===== config.mk =====
export PLATFORM = sky130hd
export DESIGN_NAME = jk_drive_encoder
export DESIGN_NICKNAME = d
export VERILOG_FILES = /design/src/rtl/jk_drive_pkg.sv /design/src/rtl/jk_excite.sv /design/src/rtl/jk_drive_encoder.sv
export SDC_FILE = /design/constraint.sdc
export NUM_CORES = 1
export LEC_CHECK = 0
export CORE_UTILIZATION = 43
export CTS_CLUSTER_SIZE = 24
export DETAILED_ROUTE_END_ITERATION = 6
export GPL_TIMING_DRIVEN = 1
export HOLD_SLACK_MARGIN = 0.02
export MAX_ROUTING_LAYER = met4
export PLACE_DENSITY = 0.77
export SETUP_SLACK_MARGIN = 0.4
export SLEW_MARGIN = 40
export SYNTH_ARGS = -nofsm -noshare
export SYNTH_HDL_FRONTEND = slang
export SYNTH_SLANG_ARGS = --single-unit

===== constraint.sdc =====
create_clock -name clk -period 1.39 [get_ports clk]
set_input_delay 0.417 -clock clk [delete_from_list [all_inputs] [get_ports clk]]
set_output_delay 0.417 -clock clk [all_outputs]
set_load 0.03 [all_outputs]

===== src/rtl/jk_drive_pkg.sv =====
// +----------------------------------------------------------------------+
// | jk_drive_pkg: shared state encoding and counter sizing for the       |
// |               JK drive encoder.                                      |
// | Rev 1.0                                                              |
// +----------------------------------------------------------------------+
`default_nettype none

package jk_drive_pkg;

    localparam int C_STATE_W = 2;
    // Four bits covers the full legal TIMEOUT range of 1..15.
    localparam int C_CNT_W   = 4;

    typedef enum logic [C_STATE_W-1:0] {
        IDLE  = 2'd0,
        DRIVE = 2'd1,
        CHECK = 2'd2
    } state_t;

endpackage

`default_nettype wire


===== src/rtl/jk_excite.sv =====
// +----------------------------------------------------------------------+
// | jk_excite: combinational J/K excitation for a vector of JK flops.    |
// | Build option: JK_DRIVE_TOGGLE_EN selects toggle (j=k=1) encoding.    |
// | Rev 1.0                                                              |
// +----------------------------------------------------------------------+
`default_nettype none

module jk_excite
    import jk_drive_pkg::*;
#(
    parameter int WIDTH = 4
) (
    input  logic [WIDTH-1:0] i_q,
    input  logic [WIDTH-1:0] i_target,
    input  logic [WIDTH-1:0] i_mask,
    output logic [WIDTH-1:0] o_j,
    output logic [WIDTH-1:0] o_k
);

    logic [WIDTH-1:0] w_diff;

    assign w_diff = (i_q ^ i_target) & i_mask;

`ifdef JK_DRIVE_TOGGLE_EN
    assign o_j = w_diff;
    assign o_k = w_diff;
`else
    // Set bits that must rise, reset bits that must fall; never both.
    assign o_j = w_diff & ~i_q;
    assign o_k = w_diff &  i_q;
`endif

endmodule

`default_nettype wire


===== src/rtl/jk_drive_encoder.sv =====
// +----------------------------------------------------------------------+
// | jk_drive_encoder: accepts a target Q word, drives J/K for one cycle, |
// |   then waits for the JK bank to match or times out.                  |
// | Build option: JK_DRIVE_TOGGLE_EN (see jk_excite).                    |
// | Rev 1.0                                                              |
// +----------------------------------------------------------------------+
`default_nettype none

module jk_drive_encoder
    import jk_drive_pkg::*;
#(
    parameter int WIDTH   = 4,
    parameter int TIMEOUT = 3
) (
    input  logic             clk,
    input  logic             reset,
    input  logic             in_valid,
    output logic             in_ready,
    input  logic [WIDTH-1:0] in_target,
    input  logic [WIDTH-1:0] in_mask,
    input  logic [WIDTH-1:0] q_fb,
    output logic [WIDTH-1:0] j,
    output logic [WIDTH-1:0] k,
    output logic             busy,
    output logic             done,
    output logic             err
);

    localparam logic [C_CNT_W-1:0] C_CNT_ONE   = 1;
    localparam logic [C_CNT_W-1:0] C_CNT_LIMIT = C_CNT_W'(TIMEOUT);

    state_t             r_state;
    logic [WIDTH-1:0]   r_target;
    logic [WIDTH-1:0]   r_mask;
    logic [WIDTH-1:0]   r_j;
    logic [WIDTH-1:0]   r_k;
    logic [C_CNT_W-1:0] r_cnt;
    logic               r_done;
    logic               r_err;

    logic [WIDTH-1:0]   w_j;
    logic [WIDTH-1:0]   w_k;
    logic [WIDTH-1:0]   w_mismatch;

    // Excitation is computed straight from the request so J/K land one edge after the handshake.
    jk_excite #(
        .WIDTH (WIDTH)
    ) u_excite (
        .i_q      (q_fb),
        .i_target (in_target),
        .i_mask   (in_mask),
        .o_j      (w_j),
        .o_k      (w_k)
    );

    assign w_mismatch = (q_fb ^ r_target) & r_mask;

    always_ff @(posedge clk or negedge reset) begin
        if (!reset) begin
            r_state  <= IDLE;
            r_target <= '0;
            r_mask   <= '0;
            r_j      <= '0;
            r_k      <= '0;
            r_cnt    <= '0;
            r_done   <= 1'b0;
            r_err    <= 1'b0;
        end else begin
            r_done <= 1'b0;
            r_err  <= 1'b0;
            case (r_state)
                IDLE: begin
                    if (in_valid) begin
                        r_target <= in_target;
                        r_mask   <= in_mask;
                        r_j      <= w_j;
                        r_k      <= w_k;
                        r_state  <= DRIVE;
                    end
                end
                DRIVE: begin
                    r_j     <= '0;
                    r_k     <= '0;
                    r_cnt   <= '0;
                    r_state <= CHECK;
                end
                CHECK: begin
                    if (w_mismatch == '0) begin
                        r_done  <= 1'b1;
                        r_state <= IDLE;
                    end else if (r_cnt == C_CNT_LIMIT) begin
                        // TIMEOUT mismatching edges have already been counted.
                        r_err   <= 1'b1;
                        r_state <= IDLE;
                    end else begin
                        r_cnt <= r_cnt + C_CNT_ONE;
                    end
                end
                default: begin
                    r_j     <= '0;
                    r_k     <= '0;
                    r_state <= IDLE;
                end
            endcase
        end
    end

    assign in_ready = (r_state == IDLE) && reset;
    assign busy     = (r_state != IDLE);
    assign j        = r_j;
    assign k        = r_k;
    assign done     = r_done;
    assign err      = r_err;

endmodule

`default_nettype wire


==> results.toml <==
[status]
status = "finished with violations"
violations = "negative setup slack"

[worst_hold_path]
min_path_type = "primary input to asynchronous set/reset pin"

[route]
dr.pass1.iters = 6
wl_met3_um = 132
top_layer_used = "met4"
drt_iter0_drc = 57
drc = 0
m1WireLength_mm = 1.27
drt_wl_total_mm = 3.15
viasPerCell = 5.67
ant_nets = 0
wl_met2_mm = 1.74
wl_per_cell_um = 17.0
vias = 1054

[logic_synthesis]
ys.warnings.count = 0
synth_fp_nets = 116
syn_area_per_cell_um2 = 11.0
yosysSeqAreaShare_pct = 54.6
ys_ff_latch = 24
synthFlopType = "dfrtp_1"
postSynth.asyncResetShare_pct = 100
ys_types = 26
syn_area_mm2 = 0.00110
synth_edf_count = 0
netlist_instances = 100

[timing]
worst_pin_slew_ns = 0.640
rsz0062_at_grt = "yes"
fin_skew_ns = 0.0140
finalSetupViolations = 8
drv_slew = 0
finalCritPeriodShare_pct = 117
setup_ws_ns = -0.239
slew_headroom_pct = 57.4
finalCriticalPeriod_ns = 1.63
fmax_mhz = 614
hold_viol_final = 0

[clocking]
cts_tree = "built"
ctsHtreeMaxLevel = 1
clkTransAtPathRegs_ns = 0.15
numClockSinks = 24
hold_buffers = 0
clkLatencyLatePin_ns = 0.32
cts_buffer_depth = 2
numCtsBuffers = 3
cts-root-buf = "clkbuf_4"

[layout]
nNetsFinal = 175
mostFrequentLayoutCells = "dfrtp_1 (23), buf_4 (23), buf_6 (15)"
syn2layout_area_growth_pct = 66.8
finish.utilization_pct = 79.1
drive_gt1_share_pct = 46.2
final_cells = 186
fillers = 136
fin_area_mm2 = 0.00183
diodes = 0

[setup_path]
cp.arrival_ns = 1.21
setup.worst_path.start_class = "flip-flop"
worst_setup_path_end_kind = "primary output"
ff2ff_path_depth = 5
cp_max_fo = 3
required_ns = 0.97
path_class = "flip-flop to primary output"

[die]
die-area_mm2 = 0.00276
row_count = 17
die_w_um = 52.6
ios = 27
initial_core_util_pct = 47.4
core_area_mm2 = 0.00232
die_h_um = 52.6

[place]
gp_congestion = 0.804
place_area_mm2 = 0.00147
post-dp-hpwl_mm = 1.79
placed_cells = 161
port_buffers = 26

[global_route]
grt_pass1_vias = 974
grt_max_degree = 25
antenna_found_initial = 0
grtUsageTotal_pct = 22.6
grt_pass1_wl_mm = 4.39
grt_overflow = 0

[power]
p_total_mw = 3.66
power_density_mw_per_mm2 = 1990
ir_drop_mv = 1.25
power_leakage_nw = 0.889

[flow_run]
cap_violations = 0
per-layer routing:
layer | vias up | global-route usage [%]
li1 | 479 | -
met1 | 535 | 30.0
met2 | 36 | 37.8
met3 | 4 | 1.74
met4 | 0 | 5.26
met5 | - | -
worst max-delay path: stages, from the launching register on:
cell and delay [ns]:
dfrtp_1 0.45, nor2_4 0.17, and2_4 0.17, buf_6 0.12
path summary, 6_finish.rpt:
| check | start | end | slack, ns |
|---|---|---|---|
| worst max-delay path | r_state[1]$_DFFE_PN0P_ | in_ready | -0.24 |
| worst min-delay path | reset | k[0]$_DFFE_PN0P_ | 0.25 |
| worst max register to register | r_target[2]$_DFFE_PN0P_ | r_cnt[3]$_DFFE_PN0P_ | -0.14 |
| worst min register to register | r_mask[1]$_DFFE_PN0P_ | r_mask[1]$_DFFE_PN0P_ | 0.53 |
| max in group asynchronous | reset | r_state[0]$_DFFE_PN0P_ | 0.87 |
| min in group clk | r_mask[1]$_DFFE_PN0P_ | r_mask[1]$_DFFE_PN0P_ | 0.53 |
stage by stage:
| step | setup TNS [ns] | worst slack [ns] | hold WS, ns |
|---|---|---|---|
| 6_report | -0.881 | -0.239 | 0.247 |
| 5_1_grt | -1.39 | -0.279 | 0.249 |
| 4_1_cts | -0.553 | -0.221 | 0.252 |
| 3_5_place_dp | -7.53 | -0.532 | 0.483 |
| 3_3_place_gp | -6.98 | -0.497 | 0.479 |
| 2_1_floorplan | 0 | 0.0874 | 0.121 |
Yosys cell counts, drive strengths merged (2+ instances only):
cell type | n | share of area, %
dfrtp | 24 | 55
inv | 13 | 4.4
nand2 | 10 | 3.4
a32o | 8 | 7.3
o21ai | 6 | 2.7
a21o | 5 | 3.4
and3 | 5 | 2.8
xor2 | 4 | 3.2
a21oi | 3 | 1.4
a2111o | 2 | 2.0
a22oi | 2 | 2.3
and2 | 2 | 1.1
nand3 | 2 | 0.91
nor2 | 2 | 0.68
cell families (layout without fill, tap and decap cells):
| group | after synthesis | after routing | synth area share, % |
|---|---|---|---|
| DFF | 24 | 24 | 54.6 |
| xor gates and xnor gates | 4 | 4 | 3.19 |
| adders and majority gates | 1 | 1 | 1.14 |
| buffers and inverters | 14 | 71 | 4.89 |
| muxes | 1 | 1 | 0.910 |
| and+or+nand+nor | 26 | 27 | 12.3 |
| AOI/OAI and AO/OA | 30 | 30 | 23.0 |
flip-flops by register name, indices dropped and copies added, names as in the netlist:
| register | flops |
|---|---|
| j | 4 |
| k | 4 |
| r_cnt | 4 |
| r_mask | 4 |
| r_target | 4 |
| r_state | 2 |
| done | 1 |
| err | 1 |
layout make-up:
cell class / count / area, µm² / area share (%)
Sequential cell: 24 / 602 / 32.8
Clock inverter: 1 / 30.0 / 1.64
Tap cell: 28 / 35.0 / 1.91
Timing Repair Buffer: 54 / 514 / 28.0
Clock buffer: 3 / 22.5 / 1.23
Multi-Input combinational cell: 63 / 577 / 31.4
Inverter: 13 / 53.8 / 2.93
power by group:
group | leakage, nW | internal (mW) | switching, mW
Clock | 0.0279 | 0.291 | 0.219
Sequential | 0.312 | 0.926 | 0.215
Combinational | 0.549 | 1.02 | 0.981
repair_timing:
action,CTS,global route
pin swaps,13,16
gates resized for setup,27,15
setup buffers,8,12
setup endpoints to repair,36,36
gates cloned,1,0
Power figures use the tool's default switching activity.
